<file path="config.mk">
export PLATFORM = sky130hd
export DESIGN_NAME = wishbone_mux_n
export DESIGN_NICKNAME = d
export VERILOG_FILES = /design/src/rtl/wishbone_mux_n_pkg.sv /design/src/rtl/wb_addr_decoder.sv /design/src/rtl/wishbone_mux_n.sv
export SDC_FILE = /design/constraint.sdc
export NUM_CORES = 1
export LEC_CHECK = 0
export ABC_CLOCK_PERIOD_IN_PS = 7180
export BUFFER_PORTS_ARGS = -buffer_cell sky130_fd_sc_hd__buf_4
export CAP_MARGIN = 25
export CORE_AREA = 2 2 175 177
export DETAILED_ROUTE_END_ITERATION = 12
export DIE_AREA = 0 0 177 179
export PLACE_DENSITY = 0.63
export SLEW_MARGIN = 15
export SYNTH_ARGS = -nofsm -noshare
export SYNTH_HDL_FRONTEND = slang
export SYNTH_HIERARCHICAL = 1
export SYNTH_SLANG_ARGS = --single-unit
</file>
<file path="constraint.sdc">
create_clock -name wb_clk_i -period 7.18 [get_ports wb_clk_i]
set_input_delay 1.436 -clock wb_clk_i [delete_from_list [all_inputs] [get_ports wb_clk_i]]
set_output_delay 1.436 -clock wb_clk_i [all_outputs]
set_load 0.01 [all_outputs]
</file>
<file path="src/rtl/wishbone_mux_n_pkg.sv">
// Shared types and constants for the Wishbone 1-to-N address-decoded mux.
package wishbone_mux_n_pkg;

  localparam int unsigned MAX_SLAVES = 8;
  localparam int unsigned TMO_CNT_W  = 16;
  localparam int unsigned IDX_W      = 3;

  typedef enum logic [1:0] {
    StIdle = 2'd0,
    StBusy = 2'd1,
    StResp = 2'd2
  } state_e;

endpackage

</file>
<file path="src/rtl/wb_addr_decoder.sv">
// Combinational address decoder: flags a hit and returns the lowest matching slot.
module wb_addr_decoder
  import wishbone_mux_n_pkg::*;
#(
  parameter int unsigned              NUM_SLAVES = 3,
  parameter logic [NUM_SLAVES*32-1:0] BASE_ADDR  = {32'h3000_8000, 32'h3000_4000, 32'h3000_0000},
  parameter logic [NUM_SLAVES*8-1:0]  ADDR_WIDTH = {8'd12, 8'd11, 8'd11}
) (
  input  logic [31:0]      i_adr,
  output logic             o_hit,
  output logic [IDX_W-1:0] o_idx
);

  // Compare only the bits above the window; a window of 32 or more bits matches everything.
  function automatic logic slot_match(input logic [31:0] adr, input logic [31:0] base,
                                      input logic [7:0] aw);
    logic [31:0] mask;
    mask = (aw >= 8'd32) ? 32'h0 : (32'hFFFF_FFFF << aw);
    return ((adr ^ base) & mask) == 32'h0;
  endfunction

  // Scan from the top slot down so the lowest matching index is the one left standing.
  always_comb begin
    o_hit = 1'b0;
    o_idx = '0;
    for (int i = int'(NUM_SLAVES) - 1; i >= 0; i--) begin
      if (slot_match(i_adr, BASE_ADDR[32*i +: 32], ADDR_WIDTH[8*i +: 8])) begin
        o_hit = 1'b1;
        o_idx = IDX_W'(i);
      end
    end
  end

endmodule

</file>
<file path="src/rtl/wishbone_mux_n.sv">
// Wishbone 1-to-N mux: decodes the upstream address, forwards one transfer at a time
// to the selected slave, and returns a registered one-cycle ack/err with timeout.
module wishbone_mux_n
  import wishbone_mux_n_pkg::*;
#(
  parameter int unsigned              NUM_SLAVES     = 3,
  parameter logic [NUM_SLAVES*32-1:0] BASE_ADDR      = {32'h3000_8000, 32'h3000_4000,
                                                        32'h3000_0000},
  parameter logic [NUM_SLAVES*8-1:0]  ADDR_WIDTH     = {8'd12, 8'd11, 8'd11},
  parameter int unsigned              TIMEOUT_CYCLES = 255
) (
  input  logic                      wb_clk_i,
  input  logic                      wb_rstn_i,
  // upstream
  input  logic                      wbs_cyc_i,
  input  logic                      wbs_stb_i,
  input  logic                      wbs_we_i,
  input  logic [3:0]                wbs_sel_i,
  input  logic [31:0]               wbs_adr_i,
  input  logic [31:0]               wbs_dat_i,
  output logic                      wbs_ack_o,
  output logic                      wbs_err_o,
  output logic [31:0]               wbs_dat_o,
  // downstream
  output logic [NUM_SLAVES-1:0]     wbm_cyc_o,
  output logic [NUM_SLAVES-1:0]     wbm_stb_o,
  output logic [NUM_SLAVES-1:0]     wbm_we_o,
  output logic [4*NUM_SLAVES-1:0]   wbm_sel_o,
  output logic [32*NUM_SLAVES-1:0]  wbm_adr_o,
  output logic [32*NUM_SLAVES-1:0]  wbm_dat_o,
  input  logic [NUM_SLAVES-1:0]     wbm_ack_i,
  input  logic [NUM_SLAVES-1:0]     wbm_err_i,
  input  logic [32*NUM_SLAVES-1:0]  wbm_dat_i,
  // status
  output logic                      tmo_o,
  output logic [31:0]               tmo_addr_o
);

  localparam logic [TMO_CNT_W-1:0] TmoLast = TMO_CNT_W'(TIMEOUT_CYCLES - 1);

  state_e               r_state, w_state_nxt;
  logic [IDX_W-1:0]     r_idx, w_idx_nxt;
  logic [31:0]          r_adr, w_adr_nxt;
  logic [31:0]          r_wdat, w_wdat_nxt;
  logic [3:0]           r_sel, w_sel_nxt;
  logic                 r_we, w_we_nxt;
  logic [TMO_CNT_W-1:0] r_cnt, w_cnt_nxt;
  logic                 r_ack, w_ack_nxt;
  logic                 r_err, w_err_nxt;
  logic [31:0]          r_rdat, w_rdat_nxt;
  logic                 r_tmo, w_tmo_nxt;
  logic [31:0]          r_tmo_addr, w_tmo_addr_nxt;

  logic                 w_hit;
  logic [IDX_W-1:0]     w_hit_idx;
  logic                 w_sel_ack;
  logic                 w_sel_err;
  logic [31:0]          w_sel_dat;

  wb_addr_decoder #(
    .NUM_SLAVES (NUM_SLAVES),
    .BASE_ADDR  (BASE_ADDR),
    .ADDR_WIDTH (ADDR_WIDTH)
  ) u_dec (
    .i_adr (wbs_adr_i),
    .o_hit (w_hit),
    .o_idx (w_hit_idx)
  );

  // Pick out the response lines of the slave currently owning the transfer.
  always_comb begin
    w_sel_ack = 1'b0;
    w_sel_err = 1'b0;
    w_sel_dat = '0;
    for (int i = 0; i < int'(NUM_SLAVES); i++) begin
      if (r_idx == IDX_W'(i)) begin
        w_sel_ack = wbm_ack_i[i];
        w_sel_err = wbm_err_i[i];
        w_sel_dat = wbm_dat_i[32*i +: 32];
      end
    end
  end

  // Drive the latched request to the selected slave only while BUSY; everything else is 0.
  always_comb begin
    wbm_cyc_o = '0;
    wbm_stb_o = '0;
    wbm_we_o  = '0;
    wbm_sel_o = '0;
    wbm_adr_o = '0;
    wbm_dat_o = '0;
    for (int i = 0; i < int'(NUM_SLAVES); i++) begin
      if (r_state == StBusy && r_idx == IDX_W'(i)) begin
        wbm_cyc_o[i]          = 1'b1;
        wbm_stb_o[i]          = 1'b1;
        wbm_we_o[i]           = r_we;
        wbm_sel_o[4*i +: 4]   = r_sel;
        wbm_adr_o[32*i +: 32] = r_adr;
        wbm_dat_o[32*i +: 32] = r_wdat;
      end
    end
  end

  // Next-state and registered-response logic.
  always_comb begin
    w_state_nxt    = r_state;
    w_idx_nxt      = r_idx;
    w_adr_nxt      = r_adr;
    w_wdat_nxt     = r_wdat;
    w_sel_nxt      = r_sel;
    w_we_nxt       = r_we;
    w_cnt_nxt      = r_cnt;
    w_ack_nxt      = 1'b0;
    w_err_nxt      = 1'b0;
    w_rdat_nxt     = '0;
    w_tmo_nxt      = 1'b0;
    w_tmo_addr_nxt = r_tmo_addr;
    unique case (r_state)
      StIdle: begin
        if (wbs_cyc_i && wbs_stb_i) begin
          if (w_hit) begin
            w_idx_nxt   = w_hit_idx;
            w_adr_nxt   = wbs_adr_i;
            w_wdat_nxt  = wbs_dat_i;
            w_sel_nxt   = wbs_sel_i;
            w_we_nxt    = wbs_we_i;
            w_cnt_nxt   = '0;
            w_state_nxt = StBusy;
          end else begin
            w_err_nxt   = 1'b1;
            w_state_nxt = StResp;
          end
        end
      end
      StBusy: begin
        // Abort wins over any response arriving in the same cycle.
        if (!wbs_cyc_i) begin
          w_state_nxt = StIdle;
        end else if (w_sel_err) begin
          w_err_nxt   = 1'b1;
          w_state_nxt = StResp;
        end else if (w_sel_ack) begin
          w_ack_nxt   = 1'b1;
          w_rdat_nxt  = w_sel_dat;
          w_state_nxt = StResp;
        end else if (r_cnt == TmoLast) begin
          w_err_nxt      = 1'b1;
          w_tmo_nxt      = 1'b1;
          w_tmo_addr_nxt = r_adr;
          w_state_nxt    = StResp;
        end else begin
          w_cnt_nxt = r_cnt + TMO_CNT_W'(1);
        end
      end
      StResp: begin
        w_state_nxt = StIdle;
      end
      default: begin
        w_state_nxt = StIdle;
      end
    endcase
  end

  // State and output registers with synchronous active-low reset.
  always_ff @(posedge wb_clk_i) begin
    if (!wb_rstn_i) begin
      r_state    <= StIdle;
      r_idx      <= '0;
      r_adr      <= '0;
      r_wdat     <= '0;
      r_sel      <= '0;
      r_we       <= 1'b0;
      r_cnt      <= '0;
      r_ack      <= 1'b0;
      r_err      <= 1'b0;
      r_rdat     <= '0;
      r_tmo      <= 1'b0;
      r_tmo_addr <= '0;
    end else begin
      r_state    <= w_state_nxt;
      r_idx      <= w_idx_nxt;
      r_adr      <= w_adr_nxt;
      r_wdat     <= w_wdat_nxt;
      r_sel      <= w_sel_nxt;
      r_we       <= w_we_nxt;
      r_cnt      <= w_cnt_nxt;
      r_ack      <= w_ack_nxt;
      r_err      <= w_err_nxt;
      r_rdat     <= w_rdat_nxt;
      r_tmo      <= w_tmo_nxt;
      r_tmo_addr <= w_tmo_addr_nxt;
    end
  end

  assign wbs_ack_o  = r_ack;
  assign wbs_err_o  = r_err;
  assign wbs_dat_o  = r_rdat;
  assign tmo_o      = r_tmo;
  assign tmo_addr_o = r_tmo_addr;

endmodule
</file>
Word level (Yosys, flattened, before mapping)
Cells that the tools add are included.
- register bits: 157
- output and inout bits: 280
- word-level logic and storage cells: 100
- input port bits: 175
- reductions and logical operators: 16
- eq/ne operators: 11
- multiplexer cells: 52
- bitwise logic cells: 8
- $add $sub $neg: 1
- operators by type and width (kind ; number):
    $mux 32 ; 9
    $logic_not 32->1 ; 3
    $mux 16 ; 6
    $pmux 16 s2 ; 1
    $mux 1 ; 22
    $add 16x1->16 const B ; 1
    $eq 16x8->1 const B ; 1
    $mux 2 ; 7
    $mux 4 ; 3
    $ne 2x2->1 const B ; 5
    $reduce_and 7->1 ; 1
    $mux 3 ; 2
    $not 3->3 ; 2
    $ne 5x4->1 const B ; 1
    $not 1->1 ; 5
    $reduce_and 5->1 ; 1
    $reduce_or 5->1 ; 1
    $logic_and 1x1->1 ; 4
    $pmux 2 s2 ; 1
    $reduce_or 4->1 ; 1
    $eq 3x1->1 const B ; 1
    $eq 3x2->1 const B ; 1
    $logic_not 3->1 ; 1
    $reduce_and 3->1 ; 1
    7 further kinds ; 7

Depth between registers and ports, before layout
Gate-level depths: netlist (run 1).
- depth in word-level cells: 8
- depth in mapped cells: 9
- depth with buffers taken out: 8

Cells and area by module
Netlist (run 1), hierarchy kept.
- by module, submodules not included (module ; sequential area each (um^2) ; cells each ; area each (um^2) ; times used):
    wishbone_mux_n ; 3143.0 ; 1020 ; 7677.4 ; 1
    wb_addr_decoder ; 0.0 ; 14 ; 106.4 ; 1

Least setup slack after synthesis (run 1)
Ideal clock, no wire load.
- kind: input to register
- start: in wbs_adr_i[30]
- end: reg r_cnt[2]
- arrival time: 3279 ps
- cell stages on the path: 9
- required time: 7064 ps
- slack: 3785 ps
- setup time: 116 ps
- buffers on the path: 1
- cell sequence: nor4b_2 > nand4b_1 > a2111oi_2 > nand4b_1 > nand2b_1 > clkbuf_1 > nand2_1 > nor2_1 > a31o_2
- longest elaborated chain between the ends: 6
- elaborated cells between the ends (all ways): 8
- those cells by class: 1 x eq/ne; 3 x mux; 4 x reduce/logical
- ends and longest elaborated chain (what ; line ; source):
    start: declaration ; wishbone_mux_n.sv:19 ; input logic [31:0] wbs_adr_i,
    $logic_not 32->1 ; wb_addr_decoder.sv:19 ; return ((adr ^ base) & mask) == 32'h0;
    $mux 1 (2 in a row) ; wb_addr_decoder.sv:27 ; if (slot_match(i_adr, BASE_ADDR[32*i +: 32], ADDR_WIDTH[8*i +: 8])) begin
    $mux 1 (*) ; wb_addr_decoder.sv:27 ;
    net w_hit ; wishbone_mux_n.sv:54 ; logic w_hit;
    $ne 2x1->1 (no source line) (*) ; - ;
    $reduce_and 7->1 (no source line) (*) ; - ;
    end signal: assignment ; wishbone_mux_n.sv:186 ; r_cnt <= w_cnt_nxt;
    end: declaration ; wishbone_mux_n.sv:47 ; logic [TMO_CNT_W-1:0] r_cnt, w_cnt_nxt;
The timed path passes the listed nets; every way through them passes the cells marked *.
A chain may end at the register's enable or synchronous reset.

Final worst setup path (run 1)
- start: reg r_state[0]
- end: out wbm_sel_o[9]
- longest elaborated chain between the ends: 3
- ends and longest elaborated chain (what ; line ; source):
    start: declaration ; wishbone_mux_n.sv:41 ; state_e r_state, w_state_nxt;
    start signal: assignment ; wishbone_mux_n.sv:167 ; r_state <= StIdle;
    start signal: assignment ; wishbone_mux_n.sv:180 ; r_state <= w_state_nxt;
    $eq 2x1->1 ; wishbone_mux_n.sv:93 ; if (r_state == StBusy && r_idx == IDX_W'(i)) begin
    $logic_and 1x1->1 ; wishbone_mux_n.sv:93 ;
    $mux 4 ; wishbone_mux_n.sv:93 ;
    end: declaration ; wishbone_mux_n.sv:28 ; output logic [4*NUM_SLAVES-1:0] wbm_sel_o,
Every way passes these cells.

==> summary.md, run 1 <==
| Metric | Value |
|---|---|
| Pin slew with the least headroom to its limit | `0.989 ns` |
| CP Launch Type | `flop` |
| CP Data Required Time | `5.74 ns` |
| Site Rows | `64` |
| All-layer global routing usage | `17.8%` |
| Fmax | `219 MHz` |
| Post-layout min period | `4.57 ns` |
| Area growth from synthesis to layout | `54.8%` |
| Crit path max fanout | `54` |
| Aggregate global routing overflow | `0` |
| Most frequent cells in the layout | `465 x buf_4, 223 x nand2_1, 208 x and2_1` |
| Vias in the first global route | `7592` |
| Worst skew pair latency | `0.42 ns` |
| RSZ-0062 raised after global routing | `false` |
| Ys flop type | `dfxtp_1` |
| Commonest non-fill, non-tap cell in the layout | `buf_4` |
| Clk slew on worst S/H paths | `0.08 ns` |
| GP Congestion | `0.867` |
| CORE AREA | `30000 um^2` |
| Relative slew slack | `33.6%` |
| Initial DRC count | `492` |
| Pleak | `5.25 nW` |
| Root Buffer | `clkbuf_16` |
| Starting density of the core | `25.9%` |
| Initial antenna violation count | `2` |
| Post-CTS Hold Fix Bufs | `0` |
| Final non-filler cell area | `12000 um^2` |
| Post-Syn Area | `7780 um^2` |
| Post-synth EDFFs | `0` |
| CTS tree | `yes` |
| DRT Pass-1 Iters | `5` |
| Crit. End Element | `output port` |
| Layout cells sized above 1 | `35.3%` |
| Final Cycle Share | `63.6%` |
| Synthesized instance count | `1034` |
| Yosys warning total | `6` |
| Filler cells | `3135` |
| Flop and latch count out of synthesis | `157` |
| Worst-case vdd ir drop | `0.000110 V` |
| Sequential cell area fraction in the yosys report | `40.4%` |
| Sum Neg Setup Slack | `0 ns` |
| Syn_nets | `1211` |
| ANT nets after route | `0` |
| Non-filler cells, final | `1847` |
| Nets | `1614` |
| Fin. max-slew vios | `0` |
| Post-synth ARST share | `0%` |
| Finished Core Util | `40.1%` |
| Average wire per standard cell | `16.4 um` |
| Max Cap Viol | `0` |
| Die height | `179 um` |
| CP Data Arrival Time | `3.13 ns` |
| Aggregate routed wire length | `30400 um` |
| Setup Fix Bufs, Post-CTS | `0` |
| Ports | `455` |
| Crit Path Category | `flop to output port` |
| Post-DP Area | `11500 um^2` |
| P per Cell Area | `158 nW/um^2` |
| Worst Clk Skew | `0.0171 ns` |
| Status | `complete, no violations` |
| Setup Viol. Count Final | `0` |
| Hpwl dp | `22600 um` |
| Placed cells | `1814` |
| Distinct cell type count after synthesis | `49` |
| Max clock buf depth | `2` |
| # clock sinks | `157` |
| Port Buffers | `454` |
| DR vias | `8483` |
| PostCTS Resize Cnt | `0` |
| First-pass GRT wire length | `43500 um` |
| CTS Buf Count | `17` |
| Die Area | `31700 um^2` |
| Syn_area_per_cell | `7.53 um^2` |
| Hold Path Class | `flop to flop` |
| Hold Vio Cnt, Final | `0` |
| Routed vias/inst | `4.59` |
| Maximum number of pins on one net before global-route repair | `73` |
| Width of the die | `177 um` |
| DRC Markers | `0` |
| H-tree depth | `4` |
==> worst max-delay path, cell delays in order, from the launching register on <==
cell      delay [ns]
dfxtp_1         0.51
nand2b_1        0.37
nor4b_4         0.89
buf_4           0.53
and2_1          0.23
buf_4           0.13
==> routing by layer <==
| metal | global-route usage, % | share of wire [%] | up-vias |
|---|---|---|---|
| met5 | 0 | 0.036 | - |
| met4 | 5.13 | 1.8 | 2 |
| met3 | 4.45 | 7.4 | 30 |
| met2 | 30.6 | 49 | 355 |
| met1 | 21.9 | 41 | 3900 |
| li1 | - | - | 4196 |
==> report_power, final <==
part	internal, mW	switching (mW)
clock	0.501	0.417
combinational	0.0723	0.0441
sequential	0.871	0.000250
total	1.44	0.461
==> stage by stage <==
step	power, mW	worst slack [ns]	hold WS [ns]
after CTS	1.94	2.51	0.454
after detailed placement	1.01	2.96	0.444
final	1.91	2.61	0.450
after global routing	1.99	2.40	0.466
after global placement	1.01	3.02	0.439
after floorplan	0.919	3.78	0.449
==> worst paths after layout <==
| path | cells past startpoint | endpoint | slack (ns) | from |
|---|---|---|---|---|
| setup / recovery | 5 | wbm_sel_o[9] | 2.61 | r_state[0]$_SDFFE_PN0P_ |
| hold / removal | 2 | tmo_addr_o[30]$_SDFFE_PN0P_ | 0.45 | tmo_addr_o[30]$_SDFFE_PN0P_ |
| setup reg to reg | 6 | r_cnt[2]$_SDFFE_PN0P_ | 4.21 | r_idx[0]$_SDFFE_PN0P_ |
| hold reg to reg | 2 | tmo_addr_o[30]$_SDFFE_PN0P_ | 0.45 | tmo_addr_o[30]$_SDFFE_PN0P_ |
==> state kept, by name, indices dropped and copies added (netlist names) <==
name / flops
r_adr: 32
r_wdat: 32
tmo_addr_o: 32
wbs_dat_o: 32
r_cnt: 16
r_sel: 4
r_idx: 3
r_state: 2
r_we: 1
tmo_o: 1
wbs_ack_o: 1
wbs_err_o: 1
==> synthesized netlist by cell type (2+ instances only) <==
library cell / instances / area share [%]
and4_1: 2 / 0.23
mux2i_1: 35 / 4.5
nor2b_1: 2 / 0.16
nor2_1: 78 / 3.8
or4_1: 7 / 0.68
a31oi_1: 4 / 0.32
o21a_1: 3 / 0.29
inv_1: 5 / 0.24
o2bb2ai_1: 2 / 0.23
nor4b_2: 2 / 0.39
ha_1: 2 / 0.32
clkbuf_1: 57 / 2.7
a21oi_1: 147 / 9.5
nor4b_1: 2 / 0.23
o31ai_1: 9 / 0.87
a31o_2: 2 / 0.23
nor4_2: 2 / 0.32
and2_1: 208 / 17
and3_1: 3 / 0.24
nand2b_1: 7 / 0.56
nand4b_1: 3 / 0.34
buf_6: 3 / 0.43
dfxtp_1: 157 / 40
nand4_1: 4 / 0.32
nor3_1: 5 / 0.32
buf_4: 6 / 0.58
o21ai_0: 4 / 0.26
buf_2: 13 / 0.84
nand3_1: 8 / 0.51
nor4_1: 7 / 0.56
buf_1: 3 / 0.14
nand2_1: 223 / 11
o311ai_0: 3 / 0.34
==> kinds of logic (layout without fill, tap and decap cells) <==
kind of cell | Yosys count | after routing | share of synthesized area (%)
and+or+nand+nor | 568 | 568 | 36.7
buffers and inverters | 88 | 504 | 5.03
DFF | 157 | 157 | 40.4
adders and majority gates | 2 | 2 | 0.321
other | 1 | 2 | 0.0482
muxes | 35 | 35 | 4.50
AOI/OAI and AO/OA | 183 | 183 | 13.1
==> cell type report <==
| cell class | count | area, um^2 | share of cell area [%] |
|---|---|---|---|
| Tap cell | 396 | 495 | 4.11 |
| Inverter | 6 | 23.8 | 0.197 |
| Clock inverter | 14 | 144 | 1.19 |
| Timing Repair Buffer | 466 | 3520 | 29.2 |
| Clock buffer | 18 | 439 | 3.64 |
| Sequential cell | 157 | 3140 | 26.1 |
| Multi-Input combinational cell | 789 | 4280 | 35.5 |
| Antenna cell | 1 | 2.50 | 0.0208 |
No activity file was read; power rests on OpenSTA's default activity.
==> run 2: changes to the inputs <==
Settings changed: ABC_CLOCK_PERIOD_IN_PS 7180 to 4500, CORE_AREA 2 2 175 177 to 2 2 177 179, DIE_AREA 0 0 177 179 to 0 0 179 181, PLACE_DENSITY 0.63 to 0.62.
Clock period 7.18 ns to 4.5 ns, I/O delays scaled along.
==> summary.md, run 2 (synthesized netlist as in run 1, its figures left out) <==
| Metric | Value |
|---|---|
| Max clock buf depth | `2 (unchanged)` |
| Crit path max fanout | `62 (+15%)` |
| ANT nets after route | `0 (unchanged)` |
| P per Cell Area | `246 nW/um^2 (+56%)` |
| Most frequent cells in the layout | `465 x buf_4, 223 x nand2_1, 208 x and2_1` |
| Worst Reg-to-Reg Cells | `5 (-1)` |
| Crit. End Element | `output port` |
| Vias in the first global route | `8150 (+7.3%)` |
| Worst Clk Skew | `0.0146 ns (-0.00251 ns)` |
| Average wire per standard cell | `16.4 um (-0.14%)` |
| H-tree depth | `4 (unchanged)` |
| Hpwl dp | `23200 um (+2.5%)` |
| R2r endpoint | `r_cnt[2]$_SDFFE_PN0P_` |
| First-pass GRT wire length | `46100 um (+6.0%)` |
| CTS Buf Count | `17 (unchanged)` |
| Fmax | `279 MHz` |
| Setup Fix Bufs, Post-CTS | `0 (unchanged)` |
| Hold Vio Cnt, Final | `0 (unchanged)` |
| DRT Pass-1 Iters | `5 (unchanged)` |
| Crit Path Category | `flop to output port` |
| CP Data Required Time | `3.60 ns (-2.14 ns)` |
| Aggregate routed wire length | `30400 um (about the same)` |
| Status | `complete, no violations` |
| Die Area | `32400 um^2 (+2.3%)` |
| Worst-case vdd ir drop | `0.000176 V (+59%)` |
| Routed vias/inst | `4.54 (-1.1%)` |
| CTS tree | `yes` |
| Root Buffer | `clkbuf_16` |
| DRC Markers | `0 (unchanged)` |
| Site Rows | `64 (unchanged)` |
| Aggregate global routing overflow | `0 (unchanged)` |
| # clock sinks | `157 (unchanged)` |
| Relative slew slack | `48.9% (+15 points)` |
| Starting density of the core | `25.6% (-0.27 points)` |
| DR vias | `8400 (-0.98%)` |
| Post-layout min period | `3.59 ns` |
| Layout cells sized above 1 | `35.4% (+0.089 points)` |
| PostCTS Resize Cnt | `0 (unchanged)` |
| Pleak | `5.26 nW (+0.18%)` |
| Clk slew on worst S/H paths | `0.07 ns (about the same)` |
| Die height | `181 um (+1.1%)` |
| Fin. max-slew vios | `0 (unchanged)` |
| Tot Pwr | `2.97 mW (+56%)` |
| Max Cap Viol | `0 (unchanged)` |
| Commonest non-fill, non-tap cell in the layout | `buf_4` |
| All-layer global routing usage | `18.3% (+0.52 points)` |
| Final Cycle Share | `79.8%` |
| R2R setup slack | `1.44 ns (-2.77 ns)` |
| Post-CTS Hold Fix Bufs | `0 (unchanged)` |
| Maximum number of pins on one net before global-route repair | `66 (-9.6%)` |
| Worst Setup SP | `r_state[0]$_SDFFE_PN0P_` |
| Cells on Worst Hold Path | `2 (unchanged)` |
| GP Congestion | `0.824 (-5.0%)` |
| Ports | `455 (unchanged)` |
| Pin slew with the least headroom to its limit | `0.765 ns (-0.224 ns)` |
| Worst skew pair latency | `0.42 ns (about the same)` |
| Cells along the critical path | `nand2b_1 > nor4b_4 > buf_12 > and2_1 > buf_4` |
| CP Launch Type | `flop` |
| Initial DRC count | `306 (-38%)` |
| Worst reg2reg startpoint | `r_idx[0]$_SDFFE_PN0P_` |
| Hold Path Class | `flop to flop` |
| Width of the die | `179 um (+1.1%)` |
| Initial antenna violation count | `0 (-2)` |
| Sum Neg Setup Slack | `0 ns (unchanged)` |
| Critical path's largest stage delay | `0.73 ns (-0.16 ns)` |
| CP max-delay cell | `nor4b_4` |
| CORE AREA | `30300 um^2 (+1.1%)` |
| Nets | `1616 (+0.12%)` |
| Setup Viol. Count Final | `0 (unchanged)` |
| CP Data Arrival Time | `2.69 ns (-0.44 ns)` |
| Port Buffers | `454 (unchanged)` |
| CP endpoint | `wbm_dat_o[65]` |
| RSZ-0062 raised after global routing | `false` |
| Area growth from synthesis to layout | `54.9% (about the same)` |
## run 2: layer usage
layer | GRT usage [%] | routed length, um | up-vias | part of all wire, %
li1 | - | - | 4199 | -
met1 | 22.0 | 12400 | 3821 | 41
met5 | 0 | 0 | - | 0
met4 | 5.79 | 698 | 0 | 2.3
met3 | 4.44 | 2270 | 36 | 7.5
met2 | 31.8 | 15000 | 344 | 49
## run 2: how the worst min path moves through the flow
stage                     slack, ns                        start                     endpoint
after floorplan                0.45        r_sel[0]$_SDFFE_PN0P_        r_sel[0]$_SDFFE_PN0P_
after global placement         0.44  tmo_addr_o[15]$_SDFFE_PN0P_  tmo_addr_o[15]$_SDFFE_PN0P_
after detailed placement       0.44   tmo_addr_o[7]$_SDFFE_PN0P_   tmo_addr_o[7]$_SDFFE_PN0P_
after CTS                      0.45  tmo_addr_o[28]$_SDFFE_PN0P_  tmo_addr_o[28]$_SDFFE_PN0P_
after global routing           0.47  tmo_addr_o[25]$_SDFFE_PN0P_  tmo_addr_o[25]$_SDFFE_PN0P_
final                          0.45  tmo_addr_o[28]$_SDFFE_PN0P_  tmo_addr_o[28]$_SDFFE_PN0P_
## run 2: layout make-up
cell class,count,area [um^2]
clock buffer,17,425
fill,3157,18300
inverter,6,23.8
sequential,157,3140
tap,396,495
multi-input combinational,789,4290
timing repair buffer,468,3550
antenna,1,2.50
clock inverter,15,126
## run 2: through the flow
| step | instance area (um^2) | hold WS (ns) | utilization (%) | cells | setup WS [ns] |
|---|---|---|---|---|---|
| after floorplan | 7780 | 0.449 | - | 1034 | 1.64 |
| after global placement | 11500 | 0.439 | 37.9 | 1815 | 0.679 |
| after detailed placement | 11500 | 0.445 | 37.9 | 1815 | 0.555 |
| after CTS | 12000 | 0.453 | 39.7 | 1847 | 0.824 |
| after global routing | 12100 | 0.470 | 39.7 | 1848 | 0.635 |
| final | 12100 | 0.451 | 39.7 | 1849 | 0.911 |
## run 2: power breakdown
part	total (mW)	internal, mW	switching [mW]	leakage, nW
combinational	0.180	0.113	0.0676	3.72
clock	1.40	0.728	0.669	0.275
sequential	1.39	1.39	0.000381	1.26
total	2.97	2.23	0.737	5.26
## run 2: worst max-delay path, delay by kind of cell, from the launching register on
family        cells  cell delay (ns)
buf+inv           2             0.41
flops             1             0.49
simple gates      3             1.28
==> run 3: changes to the inputs <==
Settings changed: ABC_AREA set to 1, ABC_CLOCK_PERIOD_IN_PS 4500 to 3470, CORE_AREA 2 2 177 179 to 2 2 175 177, DIE_AREA 0 0 179 181 to 0 0 177 179.
Clock period 4.5 ns to 3.47 ns, I/O delays scaled along.
==> summary.md, run 3 <==
| Metric | Value |
|---|---|
| Site Rows | `64 (unchanged)` |
| Worst-case vdd ir drop | `0.000247 V (+40%)` |
| PostCTS Resize Cnt | `0 (unchanged)` |
| # clock sinks | `157 (unchanged)` |
| H-tree depth | `4 (unchanged)` |
| Cells on Worst Hold Path | `2 (unchanged)` |
| Min-Delay Startpoint | `tmo_addr_o[1]$_SDFFE_PN0P_` |
| Starting density of the core | `25.4% (-0.23 points)` |
| Die height | `179 um (-1.1%)` |
| Pleak | `5.09 nW (-3.1%)` |
| Relative slew slack | `33.4% (-15 points)` |
| All-layer global routing usage | `17.6% (-0.66 points)` |
| Post-Syn Area | `7630 um^2 (-1.9%)` |
| Post-layout min period | `3.15 ns` |
| Crit. End Element | `output port` |
| Hold Path Class | `flop to flop` |
| CTS Buf Count | `17 (unchanged)` |
| Die Area | `31700 um^2 (-2.2%)` |
| Dominant cells by area after synthesis | `dfxtp_1 41%, nor2_1 17%, a21oi_1 5.5%, o21ai_0 5.1%, inv_1 5.1%` |
| Cells along the critical path | `inv_2 > nor2_4 > inv_1 > nor2_2 > inv_2 > buf_4 > nor2_1 > buf_4` |
| Internal | `3.00 mW (+35%)` |
| Distinct cell type count after synthesis | `34 (-31%)` |
| CORE AREA | `30000 um^2 (-1.1%)` |
| Tot Pwr | `3.98 mW (+34%)` |
| Crit Path Category | `flop to output port` |
| Dominant cell by count in the synthesized netlist | `nor2_1` |
| Area occupied by multi-input gates | `3700 um^2 (-14%)` |
| Initial antenna violation count | `1 (+1)` |
| Crit path max fanout | `39 (-37%)` |
| Post-CTS Hold Fix Bufs | `0 (unchanged)` |
| Pin slew with the least headroom to its limit | `0.997 ns (+0.232 ns)` |
| Post-synth EDFFs | `0 (unchanged)` |
| Sequential cell area fraction in the yosys report | `41.2% (+0.80 points)` |
| GP Congestion | `0.801 (-2.9%)` |
| Ys flop type | `dfxtp_1` |
| Worst skew pair latency | `0.43 ns (about the same)` |
| Nets | `1706 (+5.6%)` |
| Filler cells | `3150 (-0.22%)` |
| Worst Reg-to-Reg Cells | `6 (+1)` |
| Finished Core Util | `39.7% (about the same)` |
| Setup Fix Bufs, Post-CTS | `0 (unchanged)` |
| Setup Viol. Count Final | `0 (unchanged)` |
| Average wire per standard cell | `15.4 um (-6.3%)` |
| Seq pwr share | `45.2% (-1.6 points)` |
| Max Cap Viol | `0 (unchanged)` |
| Maximum number of pins on one net before global-route repair | `80 (+21%)` |
| Routed vias/inst | `4.53 (-0.28%)` |
| Area share of the largest cell type after synthesis | `41.2% (+0.80 points)` |
| Clk slew on worst S/H paths | `0.07 ns (about the same)` |
| Worst reg2reg startpoint | `r_idx[0]$_SDFFE_PN0P_` |
| Aggregate global routing overflow | `0 (unchanged)` |
| Fmax | `317 MHz` |
| Area growth from synthesis to layout | `56.2%` |
| Root Buffer | `clkbuf_16` |
| CTS tree | `yes` |
| Status | `complete, no violations` |
| Final Cycle Share | `90.9%` |
| DRT Pass-1 Iters | `5 (unchanged)` |
| Fin. max-slew vios | `0 (unchanged)` |
| Psw | `0.985 mW (+34%)` |
| Commonest non-fill, non-tap cell in the layout | `buf_4` |
| Aggregate routed wire length | `29800 um (-1.8%)` |
| Hpwl dp | `22700 um (-2.0%)` |
| Switching share of power | `24.7% (-0.14 points)` |
| First-pass GRT wire length | `43500 um (-5.7%)` |
| P per Cell Area | `334 nW/um^2 (+36%)` |
| Worst Clk Skew | `0.0187 ns (+0.00415 ns)` |
| Ports | `455 (unchanged)` |
| Most frequent cells in the layout | `471 x buf_4, 352 x nor2_1, 157 x dfxtp_1` |
| Worst Setup SP | `r_state[0]$_SDFFE_PN0P_` |
| CP max-delay cell | `dfxtp_1` |
| Port Buffers | `454 (unchanged)` |
| Yosys warning total | `6 (unchanged)` |
| CP Launch Type | `flop` |
| Max clock buf depth | `2 (unchanged)` |
| Clock power share | `48.2% (+1.1 points)` |
| Flop and latch count out of synthesis | `157 (unchanged)` |
| Cell taking the most area after synthesis | `dfxtp_1` |
| Syn_area_per_cell | `6.84 um^2 (-9.1%)` |
| CP Data Required Time | `2.78 ns (-0.82 ns)` |
| RSZ-0062 raised after global routing | `false` |
| Top post-synthesis cells by count | `353 x nor2_1, 157 x dfxtp_1, 104 x inv_1` |
| Initial DRC count | `498 (+63%)` |
| Syn_nets | `1293 (+6.8%)` |
| CP Data Arrival Time | `2.46 ns (-0.23 ns)` |
| Vias in the first global route | `7787 (-4.5%)` |
| Critical path's largest stage delay | `0.38 ns (-0.35 ns)` |
| Width of the die | `177 um (-1.1%)` |
| Comb pwr share | `6.5% (+0.4 points)` |
| DR vias | `8784 (+4.6%)` |
| Synthesized instance count | `1116 (+7.9%)` |
| Sum Neg Setup Slack | `0 ns (unchanged)` |
| Post-synth ARST share | `0% (unchanged)` |
| Hold Vio Cnt, Final | `0 (unchanged)` |
| Sequential Area | `3140 um^2 (about the same)` |
| Layout cells sized above 1 | `35.5% (+0.14 points)` |
| ANT nets after route | `0 (unchanged)` |
| DRC Markers | `0 (unchanged)` |
==> run 3: changes by cell type after synthesis, moves of 18 or more <==
cell	delta
a21oi_1	-63
mux2i_1	-35
o21ai_0	+74
and2_1	-207
nor2_1	+275
nand2_1	-133
o21bai_1	+35
inv_1	+99
a221oi_1	+32
o21ai_1	+18
==> run 3: final timing paths <==
| kind | end | slack, ns |
|---|---|---|
| setup reg to reg | wbs_dat_o[31]$_SDFF_PP0_ | 1.11 |
| hold reg to reg | tmo_addr_o[1]$_SDFFE_PN0P_ | 0.48 |
| setup / recovery | wbm_adr_o[83] | 0.32 |
| hold / removal | tmo_addr_o[1]$_SDFFE_PN0P_ | 0.48 |
==> run 3: stage by stage <==
step | setup slack, ns | hold WS (ns) | instances | area, um^2
finish | 0.317 | 0.482 | 1939 | 11900
global route | 0.141 | 0.491 | 1939 | 11900
CTS | 0.287 | 0.483 | 1938 | 11900
detailed placement | 0.567 | 0.474 | 1906 | 11300
global placement | 0.575 | 0.465 | 1906 | 11300
floorplan | 1.20 | 0.462 | 1116 | 7630
==> run 3: power groups by stage <==
stage / Clock [mW] / Combinational [mW] / Sequential [mW]
2_1_floorplan: 0 / 0.0811 / 1.84
3_3_place_gp: 0 / 0.259 / 1.84
3_5_place_dp: 0 / 0.262 / 1.84
4_1_cts: 1.99 / 0.263 / 1.80
5_1_grt: 2.06 / 0.287 / 1.80
6_report: 1.92 / 0.261 / 1.80
==> run 3: area by class of cell <==
cell class                      instances  area share [%]
Antenna cell                            1          0.0210
Clock buffer                           18            3.60
Clock inverter                         14            1.36
Inverter                              113            3.58
Multi-Input combinational cell        768            31.1
Sequential cell                       157            26.4
Tap cell                              396            4.16
Timing Repair Buffer                  472            29.8
==> run 3: logic make-up after synthesis <==
group	Yosys count	synth area share, %
simple gates	508	28.0
compound gates	255	19.8
buf+inv	191	10.5
flops	157	41.2
xor+xnor	2	0.230
fa+ha+maj	2	0.328
other cells	1	0.0491
==> run 3: routing by layer <==
metal / routed length (um) / GRT usage, % / share of wire [%] / vias up
met3: 1750 / 3.07 / 5.9 / 18
met5: 0 / 0 / 0 / -
li1: - / - / - / 4389
met2: 14700 / 30.5 / 49 / 335
met4: 333 / 3.75 / 1.1 / 0
met1: 13000 / 22.9 / 44 / 4042
==> run 3: worst max-delay path: cells and delay by family, from the launching register on <==
kind,cells,cell delay (ns)
and+or+nand+nor,3,0.63
DFF,1,0.38
buffers and inverters,5,1.03
